File: config.mk
export PLATFORM = sky130hd
export DESIGN_NAME = shared_vc_buffer_ctrl
export DESIGN_NICKNAME = d
export VERILOG_FILES = /design/src/rtl/shared_vc_buffer_ctrl.sv
export SDC_FILE = /design/constraint.sdc
export NUM_CORES = 2
export LEC_CHECK = 0
export BUFFER_PORTS_ARGS = -buffer_cell sky130_fd_sc_hd__buf_2
export CAP_MARGIN = 10
export CORE_AREA = 2 2 430 432
export CTS_CLUSTER_DIAMETER = 50
export DETAILED_ROUTE_END_ITERATION = 6
export DIE_AREA = 0 0 432 434
export HOLD_SLACK_MARGIN = 0.12
export PLACE_DENSITY = 0.66
export RECOVER_POWER = 100
export SYNTH_ARGS = -nofsm -noshare
export SYNTH_HDL_FRONTEND = slang
export SYNTH_SLANG_ARGS = --single-unit
File: constraint.sdc
create_clock -name clk -period 12.1 [get_ports clk]
set_clock_uncertainty 0.1 [all_clocks]
set_input_delay 1.815 -clock clk [delete_from_list [all_inputs] [get_ports clk]]
set_output_delay 1.815 -clock clk [all_outputs]
set_load 0.02 [all_outputs]
File: src/rtl/shared_vc_buffer_ctrl.sv
// Shared-bank input buffer: per-VC FIFOs kept as linked lists over slots granted by the free-slot tracker.
// Write visible next cycle, read data 1 cycle after accepted read_en; no backpressure, drops flag error_overflow/underflow.
module shared_vc_buffer_ctrl #(
    parameter  int num_vcs           = 4,
    parameter  int memory_bank_depth = 32,
    parameter  int memory_bank_width = 64,
    localparam int vc_idx_width      = (num_vcs > 1) ? $clog2(num_vcs) : 1,
    localparam int memory_addr_width = $clog2(memory_bank_depth),
    localparam int count_width       = $clog2(memory_bank_depth + 1)
) (
    input  logic                               clk,
    input  logic                               reset,
    input  logic                               flit_valid,
    input  logic [vc_idx_width-1:0]            flit_vc,
    input  logic [memory_bank_width-1:0]       flit_data,
    input  logic                               read_en,
    input  logic [vc_idx_width-1:0]            read_vc,
    output logic [memory_bank_width-1:0]       read_data,
    output logic                               read_valid,
    output logic [num_vcs-1:0]                 vc_empty,
    output logic [num_vcs*count_width-1:0]     vc_count,
    input  logic [memory_addr_width-1:0]       next_available_slot,
    input  logic                               pool_empty,
    output logic                               alloc_slot_en,
    output logic                               free_slot_en,
    output logic [memory_addr_width-1:0]       freed_slot,
    output logic                               error_overflow,
    output logic                               error_underflow
);

    logic [memory_bank_width-1:0] r_data [memory_bank_depth];
    logic [memory_addr_width-1:0] r_next [memory_bank_depth];

    logic [memory_addr_width-1:0] w_head  [num_vcs];
    logic [memory_addr_width-1:0] w_tail  [num_vcs];
    logic [count_width-1:0]       w_count [num_vcs];

    logic                         w_wr_acc;
    logic                         w_rd_acc;
    logic [memory_addr_width-1:0] w_slot;
    logic [memory_addr_width-1:0] w_head_rd;
    logic [memory_addr_width-1:0] w_next_head;

    logic [memory_bank_width-1:0] r_read_data;
    logic                         r_read_valid;
    logic                         r_err_ovf;
    logic                         r_err_unf;

    assign w_slot      = next_available_slot;
    assign w_wr_acc    = ~reset & flit_valid & ~pool_empty;
    assign w_rd_acc    = ~reset & read_en & (w_count[read_vc] != '0);
    assign w_head_rd   = w_head[read_vc];
    assign w_next_head = r_next[w_head_rd];

    assign alloc_slot_en = w_wr_acc;
    assign free_slot_en  = w_rd_acc;
    assign freed_slot    = w_rd_acc ? w_head_rd : '0;

    for (genvar g = 0; g < num_vcs; g++) begin : gen_vc
        logic [memory_addr_width-1:0] r_head;
        logic [memory_addr_width-1:0] r_tail;
        logic [count_width-1:0]       r_count;
        logic                         w_wr;
        logic                         w_rd;

        assign w_wr = w_wr_acc & (flit_vc == vc_idx_width'(g));
        assign w_rd = w_rd_acc & (read_vc == vc_idx_width'(g));

        always_ff @(posedge clk or posedge reset) begin
            if (reset) begin
                r_head  <= '0;
                r_tail  <= '0;
                r_count <= '0;
            end else begin
                if (w_wr) begin
                    r_tail <= w_slot;
                end
                // Single-entry list popped and pushed together: the new slot becomes the head directly.
                if (w_wr && ((r_count == '0) || (w_rd && (r_count == count_width'(1))))) begin
                    r_head <= w_slot;
                end else if (w_rd) begin
                    r_head <= w_next_head;
                end
                if (w_wr && !w_rd) begin
                    r_count <= r_count + count_width'(1);
                end else if (w_rd && !w_wr) begin
                    r_count <= r_count - count_width'(1);
                end
            end
        end

        assign w_head[g]  = r_head;
        assign w_tail[g]  = r_tail;
        assign w_count[g] = r_count;
        assign vc_empty[g] = (r_count == '0);
        assign vc_count[(num_vcs-1-g)*count_width +: count_width] = r_count;
    end

    always_ff @(posedge clk) begin
        if (w_wr_acc) begin
            r_data[w_slot] <= flit_data;
            if (w_count[flit_vc] != '0) begin
                r_next[w_tail[flit_vc]] <= w_slot;
            end
        end
    end

    always_ff @(posedge clk or posedge reset) begin
        if (reset) begin
            r_read_data  <= '0;
            r_read_valid <= 1'b0;
            r_err_ovf    <= 1'b0;
            r_err_unf    <= 1'b0;
        end else begin
            r_read_valid <= w_rd_acc;
            r_err_ovf    <= flit_valid & pool_empty;
            r_err_unf    <= read_en & (w_count[read_vc] == '0);
            if (w_rd_acc) begin
                r_read_data <= r_data[w_head_rd];
            end
        end
    end

    assign read_data       = r_read_data;
    assign read_valid      = r_read_valid;
    assign error_overflow  = r_err_ovf;
    assign error_underflow = r_err_unf;

endmodule
# == Yosys cells after proc, flatten, opt, wreduce, memory -nomap -nowiden ==
# Memories as Yosys holds them, arrays and structs flattened. A register that Yosys moved wholly into a read port is not among the register bits.
# Cells that the tools add are included.
# op_classes
magnitude_cmp,2
addsub,8
n_eq_ne,10
bitwise_logic,18
n_mux,34
n_reduce_logical,45
# op_table
operator,n
$mux 6,12
$mux 5,13
$logic_not 6->1,5
$add 6x1->6 const B,4
$bmux 6 s2,2
$eq 6x1->1 const B,4
$sub 6x1->6 const B,4
$bmux 5 s2,2
$logic_and 1x1->1,16
$reduce_bool 2->1,8
$and 1x1->1,14
$reduce_bool 6->1,2
$eq 2x2->1 const B,4
$logic_not 1->1,8
$ge 3x3->1 const B,2
$not 2->3,2
$mux 1,5
$eq 2x1->1 const B,2
$logic_not 2->1,2
$logic_or 1x1->1,4
$not 1->1,2
# totals
ram_bits,2208
output_inout_bits,102
register_bits,67
mem_count,2
# memory_table
memory,depth,width,rd,rd_ports_with_merged_regs,wr,line_no,rtl
r_data,32,64,1,1,1,31,logic [memory_bank_width-1:0] r_data [memory_bank_depth];
r_next,32,5,1,0,1,32,logic [memory_addr_width-1:0] r_next [memory_bank_depth];

# == Logic depth before layout (Yosys ltp) ==
# depth
ltp_word,11
depth_mapped,13
depth_no_buf,12

# == Worst setup path before layout ==
# OpenSTA, ideal clock, no wires.
# synth_path
path_kind,input to register
startpoint,in reset
endpoint,"mem r_data[12][0], enable pin"
cell_stages,5
path_buffers,1
setup_ns,0.487
path_slack_ns,6.326
arrival_time_ns,5.187
path_cell_list,nor2_1 -> nand2_1 -> or3_1 -> clkbuf_1 -> nor2_1
# synth_between
elab_chain_len,5
# synth_rtl
element,line_no,rtl
from (decl),12,"input logic reset,"
$not 1->1,50,assign w_wr_acc = ~reset & flit_valid & ~pool_empty;
$and 1x1->1 (2 in a row),50,
$mux 1,100,if (w_wr_acc) begin
$mux 1 (not written as such),101,r_data[w_slot] <= flit_data;
to (decl),31,
# Every way passes these cells.

# == Final worst setup path ==
# layout_path
startpoint,in next_available_slot[3]
endpoint,"mem r_data[28][16], enable pin"
# layout_lines
element,line_no,rtl
from (decl),22,"input logic [memory_addr_width-1:0] next_available_slot,"
# Straight into the memory's write port.

==> impl_metrics.sql <==
INSERT INTO impl_metrics (metric_group, metric, value, unit) VALUES
('power_and_ir_drop', 'total_power', '22.3', 'mW'),
('routing', 'antenna_left', '0', ''),
('yosys', 'synth-edff-count', '2208', ''),
('run', 'max_cap_viol_count', '59', ''),
('worst_setup_path', 'worstReg2RegEnd', 'read_data[8]', ''),
('die', 'chipWidth', '432', 'um'),
('timing', 'maxClockFrequency', '0.110', 'GHz'),
('die', 'initial_standard_cell_utilization_of_the_core', '0.498', ''),
('yosys', 'number_of_distinct_library_cell_variants_in_the_gate_level_netlist_after_synthesis', '65', ''),
('die', 'site_rows', '157', ''),
('clock_tree', 'cts-resized-gates', '0', ''),
('clock_tree', 'clock-root-buffer', 'sky130_fd_sc_hd__clkbuf_16', ''),
('clock_tree', 'cts_hold_buffers', '0', ''),
('clock_tree', 'cts_buffers', '231', ''),
('timing', 'timing.final.setup_violations', '0', ''),
('clock_tree', 'path_clk_slew', '0.06', 'ns'),
('timing', 'final.period_utilization', '0.754', ''),
('die', 'floorplan.die.height', '434', 'um'),
('min_path', 'min_path_type', 'reg -> reg', ''),
('worst_setup_path', 'worst-endpoint-arrival', '9.35', 'ns'),
('timing', 'rsz0062_at_grt', 'no', ''),
('run_status', 'run_status', 'finished with violations', ''),
('yosys', 'ys_top_cells_by_area', 'sky130_fd_sc_hd__edfxtp_1 73%, sky130_fd_sc_hd__mux4_2 6.7%, sky130_fd_sc_hd__mux2i_1 4.8%', ''),
('worst_setup_path', 'path_depth', '4', ''),
('routing', 'drt_wl_total', '235000', 'um'),
('routing', 'drt_pre_antenna_iters', '5', ''),
('routing', 'route.detailed.drc', '0', ''),
('yosys', 'synth_area_leader_cell', 'sky130_fd_sc_hd__edfxtp_1', ''),
('global_route', 'first_global_vias', '48416', ''),
('min_path', 'hold_path_startpoint', 'gen_vc[1].r_tail[1]', ''),
('timing', 'final_hold_vio_count', '0', ''),
('place', 'detailedPlacementHpwl', '121000', 'um'),
('yosys', 'synthesis.area_per_instance', '18.3', 'sq um'),
('yosys', 'synthesis.nets', '5052', ''),
('timing', 'drv_slew', '1865', ''),
('place', 'numPortBuffers', '179', ''),
('clock_tree', 'htree_num_levels', '4', ''),
('min_path', 'hold-path-endpoint', 'gen_vc[1].r_tail[1]', ''),
('timing', 'worstMarginPinSlew', '5.19', 'ns'),
('finish', 'drive_above_1_share', '0.134', ''),
('routing', 'dr.first_iter.drc_count', '5842', ''),
('worst_setup_path', 'reg2reg_setup_slack', '4.57', 'ns'),
('yosys', 'ys.flop_type', 'sky130_fd_sc_hd__edfxtp_1', ''),
('yosys', 'synth-warning-count', '0', ''),
('routing', 'vias', '49004', ''),
('global_route', 'grt_max_degree', '130', ''),
('place', 'placed_cells', '7341', ''),
('finish', 'fin_cells', '7789', ''),
('place', 'place_worst_setup_slack', '5.46', 'ns'),
('die', 'fp.coreArea', '182000', 'sq um'),
('worst_setup_path', 'cp_common_cell', 'sky130_fd_sc_hd__clkbuf_1', ''),
('yosys', 'post_synth_instance_area', '90800', 'sq um'),
('worst_setup_path', 'criticalPathCategory', 'in -> reg', ''),
('clock_tree', 'cts_tree', 'yes', ''),
('timing', 'worst_slack', '2.98', 'ns'),
('yosys', 'yosys-top-cells-count', '2208 x sky130_fd_sc_hd__edfxtp_1, 548 x sky130_fd_sc_hd__nand2_1, 440 x sky130_fd_sc_hd__mux2i_1', ''),
('finish', 'finalNetCount', '5285', ''),
('yosys', 'yosysTopAreaCellShare', '0.730', ''),
('worst_setup_path', 'critPathSlowestCell', 'sky130_fd_sc_hd__clkbuf_1', ''),
('yosys', 'synthMostInstantiatedCell', 'sky130_fd_sc_hd__edfxtp_1', ''),
('global_route', 'grt_overflow', '0', ''),
('yosys', 'synth_cells', '4957', ''),
('routing', 'vias_per_cell', '6.29', ''),
('min_path', 'timing.hold.worst_path_depth', '2', ''),
('yosys', 'synth.ff_latch_count', '2339', ''),
('worst_setup_path', 'highest_fanout_seen_on_the_critical_path', '49', ''),
('yosys', 'fraction_of_synthesis_flops_using_an_asynchronous_set_or_reset_pin', '0.0560', ''),
('yosys', 'synth_seq_area_share', '0.766', ''),
('run_status', 'violations', 'max-capacitance violations, max-slew violations', ''),
('power_and_ir_drop', 'pleak', '32.8', 'nW'),
('clock_tree', 'ctsLongestPathBuffers', '3', '');
## area by class of cell
| type | count | area, sq um |
|---|---|---|
| Fill cell | 13856 | 81000 |
| Clock buffer | 326 | 6320 |
| Inverter | 22 | 83.8 |
| Multi-Input combinational cell | 2307 | 19800 |
| Tap cell | 2385 | 2980 |
| Sequential cell | 2339 | 69600 |
| Antenna cell | 4 | 10.0 |
| Clock inverter | 117 | 1340 |
| Timing Repair Buffer | 289 | 1360 |
## power breakdown
| group | leakage [nW] | switching (mW) | internal, mW |
|---|---|---|---|
| Sequential | 21.5 | 0.254 | 9.08 |
| Clock | 3.67 | 3.09 | 4.04 |
| Combinational | 7.62 | 3.69 | 2.19 |
## flip-flops by register name (all words and copies together) (netlist names)
name,cells
read_data,64
error_underflow,1
gen_vc.r_head,20
read_valid,1
r_next,160
gen_vc.r_count,24
gen_vc.r_tail,20
error_overflow,1
r_data,2048
## tightest hold or removal path, stage by stage (launching register included)
cell	delay, ns
sky130_fd_sc_hd__dfrtp_1	0.34
sky130_fd_sc_hd__nand2_1	0.05
sky130_fd_sc_hd__nand2_1	0.05
## worst max path at each step
stage | start | endpoint | slack [ns]
after floorplan | reset | r_data[12][0] | 6.33
after global placement | read_vc[0] | read_data[26] | 5.51
after detailed placement | read_vc[0] | read_data[26] | 5.46
after CTS | read_vc[1] | freed_slot[4] | 5.58
after global routing | next_available_slot[3] | r_data[28][16] | 2.83
final | next_available_slot[3] | r_data[28][16] | 2.98
## routing by layer
metal	vias to the layer above	GRT usage	wire length, um
met5	-	0	39
met4	6	0.0843	7430
met3	424	0.0481	20700
met2	2431	0.401	114000
met1	25682	0.342	93100
li1	20461	-	-
## kinds of logic (layout without fill, tap and decap cells)
kind of cell	Yosys count	count (layout)	synth area share
DFF	2339	2339	0.766
and+or+nand+nor	848	848	0.0384
muxes	736	736	0.119
AOI/OAI and AO/OA	682	682	0.0545
buffers and inverters	311	754	0.0175
xor gates and xnor gates	24	24	0.00231
adders and majority gates	17	17	0.00234
other	0	4	0
## metrics by stage
| step | hold slack [ns] | utilization | cell area [sq um] |
|---|---|---|---|
| after floorplan | 0.341 | - | 90800 |
| after global placement | 0.358 | 0.517 | 94400 |
| after detailed placement | 0.367 | 0.517 | 94400 |
| after CTS | 0.380 | 0.559 | 102000 |
| after global routing | 0.397 | 0.556 | 102000 |
| final | 0.378 | 0.556 | 102000 |
## cell usage in the layout (no fill, tap or decap), drive strengths merged, types with 5 or more instances in the layout
master | synthesis | layout
edfxtp | 2208 | 2208
nand2 | 549 | 549
clkbuf | 120 | 539
mux2i | 440 | 440
mux4 | 271 | 271
nor2 | 178 | 178
a32oi | 172 | 172
a21oi | 131 | 131
dfrtp | 131 | 131
a221oi | 119 | 119
clkinv | 1 | 85
buf | 169 | 76
a22oi | 74 | 74
o21ai | 71 | 71
a31oi | 36 | 36
inv | 21 | 28
mux2 | 25 | 25
nand3 | 22 | 22
o22ai | 21 | 21
xor2 | 20 | 20
nor3 | 18 | 18
nor2b | 18 | 18
ha | 17 | 17
bufinv | 0 | 17
a211oi | 16 | 16
nor4 | 11 | 11
and3 | 11 | 11
nand4 | 10 | 10
a311oi | 9 | 9
clkinvlp | 0 | 9
nand3b | 8 | 8
or3 | 8 | 8
a21boi | 7 | 7
and2 | 6 | 6
o31ai | 5 | 5
o211ai | 5 | 5
Note: power is estimated with default switching activity, not from simulation.
